<file path="src/rtl/io_port_bank.sv">
// io_port_bank
// Port-bus responder for the command-controlled device. Decodes eight port
// addresses and answers one-cycle read/write strobes.
//
//   port | access | contents
//   0-3  | r/w    | GPIO nibble n (gpio_out[4n+3:4n])
//   4    | r      | receive FIFO head; a read pops when not empty
//   5    | r/w1c  | status {expired, fifo_full, fifo_empty, overflow}
//   6    | r/w    | timer count; a write also restarts the prescaler
//   7    | r/w    | scratch
//
// Ports:
//   clock, reset       rising-edge clock, asynchronous active-low reset
//   port_id            port address
//   port_read/write    one-cycle access strobes
//   wr_data, rd_data   write data in, combinational read data out
//   gpio_out           the four GPIO nibbles
//   ext_data/valid     external receive source
//   ext_ready          FIFO not full
//   timer_tick         one-cycle pulse after the timer decrements to 0

module io_port_bank #(
    parameter int FIFO_DEPTH = 4,
    parameter int PRESCALE   = 16
) (
    input  logic        clock,
    input  logic        reset,
    input  logic [2:0]  port_id,
    input  logic        port_read,
    input  logic        port_write,
    input  logic [3:0]  wr_data,
    output logic [3:0]  rd_data,
    output logic [15:0] gpio_out,
    input  logic [3:0]  ext_data,
    input  logic        ext_valid,
    output logic        ext_ready,
    output logic        timer_tick
);

    localparam int PTR_W = $clog2(FIFO_DEPTH);
    localparam int CNT_W = PTR_W + 1;
    localparam int PS_W  = (PRESCALE > 1) ? $clog2(PRESCALE) : 1;

    localparam logic [CNT_W-1:0] DEPTH_C = CNT_W'(FIFO_DEPTH);
    localparam logic [PS_W-1:0]  PS_LAST = PS_W'(PRESCALE - 1);

    localparam logic [2:0] PORT_FIFO    = 3'd4;
    localparam logic [2:0] PORT_STATUS  = 3'd5;
    localparam logic [2:0] PORT_TIMER   = 3'd6;
    localparam logic [2:0] PORT_SCRATCH = 3'd7;

    // ------------------------------------------------------------------
    // Address decode
    // ------------------------------------------------------------------
    logic [7:0] wr_sel;
    logic [7:0] rd_sel;

    always_comb begin
        wr_sel = '0;
        rd_sel = '0;
        if (port_write) wr_sel[port_id] = 1'b1;
        if (port_read)  rd_sel[port_id] = 1'b1;
    end

    // ------------------------------------------------------------------
    // GPIO and scratch registers
    // ------------------------------------------------------------------
    logic [15:0] gpio_q;
    logic [3:0]  scratch_q;

    always_ff @(posedge clock or negedge reset) begin
        if (!reset) begin
            gpio_q    <= '0;
            scratch_q <= '0;
        end else begin
            for (int n = 0; n < 4; n++) begin
                if (wr_sel[n]) gpio_q[n*4 +: 4] <= wr_data;
            end
            if (wr_sel[PORT_SCRATCH]) scratch_q <= wr_data;
        end
    end

    assign gpio_out = gpio_q;

    // ------------------------------------------------------------------
    // Receive FIFO
    // ------------------------------------------------------------------
    logic [3:0]       fifo_mem [FIFO_DEPTH];
    logic [PTR_W-1:0] wr_ptr;
    logic [PTR_W-1:0] rd_ptr;
    logic [CNT_W-1:0] fifo_count;
    logic             fifo_full;
    logic             fifo_empty;
    logic             push;
    logic             pop;
    logic             overflow_q;
    logic             overflow_set;

    assign fifo_full    = (fifo_count == DEPTH_C);
    assign fifo_empty   = (fifo_count == '0);
    assign ext_ready    = ~fifo_full;
    // Readiness is judged before this edge's pop, so a full FIFO refuses
    // data even while the head is being read out.
    assign push         = ext_valid & ~fifo_full;
    assign pop          = rd_sel[PORT_FIFO] & ~fifo_empty;
    assign overflow_set = ext_valid & fifo_full;

    // Storage needs no reset: the pointers define which entries are live.
    always_ff @(posedge clock) begin
        if (push) fifo_mem[wr_ptr] <= ext_data;
    end

    always_ff @(posedge clock or negedge reset) begin
        if (!reset) begin
            wr_ptr     <= '0;
            rd_ptr     <= '0;
            fifo_count <= '0;
        end else begin
            // Depth is a power of two, so pointer wrap is natural rollover.
            if (push) wr_ptr <= wr_ptr + PTR_W'(1);
            if (pop)  rd_ptr <= rd_ptr + PTR_W'(1);
            case ({push, pop})
                2'b10:   fifo_count <= fifo_count + CNT_W'(1);
                2'b01:   fifo_count <= fifo_count - CNT_W'(1);
                default: fifo_count <= fifo_count;
            endcase
        end
    end

    always_ff @(posedge clock or negedge reset) begin
        if (!reset) begin
            overflow_q <= 1'b0;
        end else if (overflow_set) begin
            overflow_q <= 1'b1;
        end else if (wr_sel[PORT_STATUS] && wr_data[0]) begin
            overflow_q <= 1'b0;
        end
    end

    // ------------------------------------------------------------------
    // Prescaled timer
    // ------------------------------------------------------------------
    logic [PS_W-1:0] prescale_q;
    logic            ps_wrap;
    logic [3:0]      timer_count;
    logic            timer_load;
    logic            expire;
    logic            expired_q;
    logic            tick_q;

    assign ps_wrap    = (prescale_q == PS_LAST);
    assign timer_load = wr_sel[PORT_TIMER];
    // A load on the wrap edge takes priority and suppresses the decrement.
    assign expire     = ~timer_load & ps_wrap & (timer_count == 4'd1);

    always_ff @(posedge clock or negedge reset) begin
        if (!reset) begin
            prescale_q  <= '0;
            timer_count <= '0;
            tick_q      <= 1'b0;
        end else begin
            tick_q <= expire;
            if (timer_load) begin
                prescale_q  <= '0;
                timer_count <= wr_data;
            end else begin
                prescale_q <= ps_wrap ? '0 : prescale_q + PS_W'(1);
                if (ps_wrap && timer_count != 4'd0) begin
                    timer_count <= timer_count - 4'd1;
                end
            end
        end
    end

    always_ff @(posedge clock or negedge reset) begin
        if (!reset) begin
            expired_q <= 1'b0;
        end else if (expire) begin
            expired_q <= 1'b1;
        end else if (wr_sel[PORT_STATUS] && wr_data[3]) begin
            expired_q <= 1'b0;
        end
    end

    assign timer_tick = tick_q;

    // ------------------------------------------------------------------
    // Read mux: shows pre-edge contents, so a simultaneous write is not
    // visible until the following cycle.
    // ------------------------------------------------------------------
    always_comb begin
        rd_data = '0;
        if (port_read) begin
            case (port_id)
                3'd0:         rd_data = gpio_q[3:0];
                3'd1:         rd_data = gpio_q[7:4];
                3'd2:         rd_data = gpio_q[11:8];
                3'd3:         rd_data = gpio_q[15:12];
                PORT_FIFO:    rd_data = fifo_empty ? 4'd0 : fifo_mem[rd_ptr];
                PORT_STATUS:  rd_data = {expired_q, fifo_full, fifo_empty, overflow_q};
                PORT_TIMER:   rd_data = timer_count;
                default:      rd_data = scratch_q;
            endcase
        end
    end

endmodule

</file>
<file path="config.mk">
export PLATFORM = sky130hd
export DESIGN_NAME = io_port_bank
export DESIGN_NICKNAME = d
export VERILOG_FILES = /design/src/rtl/io_port_bank.sv
export SDC_FILE = /design/constraint.sdc
export NUM_CORES = 1
export LEC_CHECK = 0
export BUFFER_PORTS_ARGS = -buffer_cell sky130_fd_sc_hd__buf_2
export CORE_UTILIZATION = 50
export CTS_CLUSTER_SIZE = 25
export DETAILED_ROUTE_END_ITERATION = 7
export GPL_TIMING_DRIVEN = 1
export PLACE_DENSITY = 0.77
export REMOVE_ABC_BUFFERS = 1
export SYNTH_ARGS = -nofsm -noshare
export SYNTH_HDL_FRONTEND = slang
export SYNTH_SLANG_ARGS = --single-unit
</file>
<file path="constraint.sdc">
create_clock -name clock -period 6.05 [get_ports clock]
set_input_delay 1.21 -clock clock [delete_from_list [all_inputs] [get_ports clock]]
set_output_delay 1.21 -clock clock [all_outputs]
set_load 0.03 [all_outputs]
</file>
==> impl_metrics.yaml <==
synthesis:
  async_flop_share_pct: 70.4
  synth_enable_flop_cells: 16
  netlist_area_um2: 2620
  synthDistinctLibCells: 41
  synthFlopType: "dfrtp_1"
  syn_inst: 201
  ys_warn_count: 0
  ys_ff_latch: 54
  avgSynthCellArea_um2: 13.0
  ys_seq_area_share_pct: 54.7
power:
  p_int_uw: 741
  p_seq_share_pct: 50.0
  switching_share_pct: 35.8
  switchingPower_uw: 412
  p_clk_share_pct: 16.5
  powerDensity_nw_per_um2: 395
  pwr-share-comb_pct: 33.5
  leakage_uw: 0.00125
  vdd_drop_max_mv: 0.248
cells_and_area:
  layout-drive-gt1-share_pct: 31.0
  multi_input_area_um2: 1120
  seq_area_um2: 1430
  fin_area_um2: 2920
  final_common_cell: "dfrtp_1"
  fin_util_pct: 59.8
  final_nets: 263
  antenna_cells: 0
  mostFrequentLayoutCells: "dfrtp_1 (38), buf_2 (37), mux2_2 (23), edfxtp_1 (16), nor2_1 (13)"
  area_growth_pct: 11.5
  fillers: 427
clocking:
  clkSlewWorstSetupHoldPaths_ns: 0.08
  hold_buffers: 0
  cts_setup_buffers: 0
  ctsHtreeMaxLevel: 2
  clk_latency_ns: 0.31
  cts_made_buffers: 5
  clock_sinks: 54
  root_buffer: "clkbuf_8"
  cts_tree: "done"
  cts_resized: 0
  cts_buffer_depth: 2
floorplanning:
  die_y_um: 74.3
  die_w_um: 74.3
  fp-row-count: 25
  ios: 38
  die_area_um2: 5530
  initial_core_util_pct: 53.6
  design.core.area_um2: 4880
worst_setup_path:
  cp.arrival_ns: 2.55
  path_depth: 6
  critPathKind: "input pin to output port"
  worstPathRequired_ns: 4.84
  critical-path-top-delay-family: "buffers and inverters"
  crit_path_start_kind: "input pin"
  crit_buf_inv: 2
  crit_fanout: 24
  path_cells: "buf_2 -> nand2b_1 -> nor3_2 -> a21oi_1 -> a21oi_1 -> buf_2"
  reg2reg_depth: 8
  crit_slowest_cell: "buf_2"
  critPathCaptureType: "output port"
  worst_path_largest_cell_delay_ns: 0.36
grt:
  grt_pass1_vias: 1664
  grt_util_met3_pct: 5.01
  grt_max_degree: 39
  top_usage_layer: "met2"
  overflow: 0
  grt_use_met1_pct: 25.2
  use_met2_pct: 33.4
  grt_pass1_wl_um: 7970
  grt_usage_pct: 20.2
  antenna_found_initial: 0
sta:
  max_freq_ghz: 0.266
  finalCritPeriodShare_pct: 62.1
  worstMarginPinSlew_ns: 0.844
  finalSetupViolations: 0
  skew_ns: 0.00857
  holdWs_ns: 0.466
  grt_setup_unrepaired: "false"
  setup_slack_ns: 2.29
  finalHoldViolCount: 0
  tns_ns: 0
  slew_violations: 0
  min_period_ns: 3.76
  slew_headroom_pct: 43.7
placed_design:
  placed_area_um2: 2840
  gp_congestion: 0.843
  io_buffers: 37
  place_ws_ns: 2.28
  dp_hpwl_um: 3820
detailed_routing:
  wl_per_cell_um: 16.8
  routed_wl_um: 5140
  vias: 1696
  ant_nets: 0
  drc_errors: 0
  viasPerCell: 5.54
  dr.first_iter.drc_count: 122
  first_pass_iters: 4
status:
  outcome: "complete, no violations"
job:
  drv_cap: 0
min_path:
  holdPathStages: 1
  hp-class: "flip-flop to flip-flop"
[metrics by stage]
stage	power, uW	cells
after floorplan	848	194
after global placement	957	298
after detailed placement	977	298
after CTS	1170	306
after global routing	1230	306
final	1150	306
[state kept, by name, indices dropped and copies added, names as in the netlist, 2 cells and up]
name	count
rd_ptr	2
timer_count	4
wr_ptr	2
prescale_q	4
scratch_q	4
fifo_mem	16
gpio_out	16
fifo_count	3
[metal layers]
layer	wire length (um)	share of wire, %
met2	2540	49
met3	244	4.8
met5	0	0
met1	2230	43
met4	120	2.3
[synthesized netlist by cell type, types with 3 or more instances]
library cell	instances	share of area, %
a21oi_1	11	2.1
and3_1	4	0.96
buf_2	3	0.57
buf_4	3	0.86
dfrtp_1	38	36
edfxtp_1	16	18
ha_1	8	3.8
inv_1	4	0.57
mux2_2	23	9.9
mux2i_1	8	3.1
nand2_1	10	1.4
nand3_1	6	1.1
nor2_1	13	1.9
nor3_1	3	0.57
nor3b_1	3	0.86
o21ai_0	9	1.7
xnor2_1	8	2.7
xor2_1	3	1.0
[worst reg2reg max path: stages (launching register included)]
cell and delay [ns]:
dfrtp_1 0.44, nor3_1 0.38, nor3_2 0.15, and2_1 0.23, ha_1 0.23, fa_1 0.39
xnor2_1 0.13, nor2_1 0.11, xor2_1 0.14
[cells by family (layout without fill, tap and decap cells)]
family	Yosys count	in the layout	synth area share, %
flops	54	54	54.7
fa+ha+maj	9	9	4.59
xor+xnor	11	11	3.68
mux	35	35	16.7
simple gates	51	51	10.6
compound gates	30	30	7.32
buf+inv	11	49	2.44
[power by group through the flow]
stage	combinational, uW	sequential (uW)	clock [uW]
2_1_floorplan	239	609	0
3_3_place_gp	378	578	0
3_5_place_dp	391	586	0
4_1_cts	392	578	195
5_1_grt	430	592	206
6_report	386	576	190
[path summary, 6_finish.rpt]
check | endpoint | slack [ns] | startpoint
max | rd_data[3] | 2.29 | port_id[2]
min | prescale_q[0]$_DFF_PN0_ | 0.47 | prescale_q[0]$_DFF_PN0_
min in group asynchronous | timer_tick$_DFF_PN0_ | 1.00 | reset
min reg2reg | prescale_q[0]$_DFF_PN0_ | 0.47 | prescale_q[0]$_DFF_PN0_
max reg2reg | fifo_count[2]$_DFFE_PN0P_ | 3.78 | fifo_count[0]$_DFFE_PN0P_
max in group asynchronous | overflow_q$_DFFE_PN0P_ | 4.52 | reset
[area by class of cell]
class,instances,share of cell area (%)
flip-flops and latches,54,49.1
clock buffers,6,2.49
clock inverters,2,0.300
well taps,67,2.87
multi-input cells,136,38.4
inverters,4,0.515
repair buffers,37,6.35
Note: power is estimated with default switching activity, not from simulation.
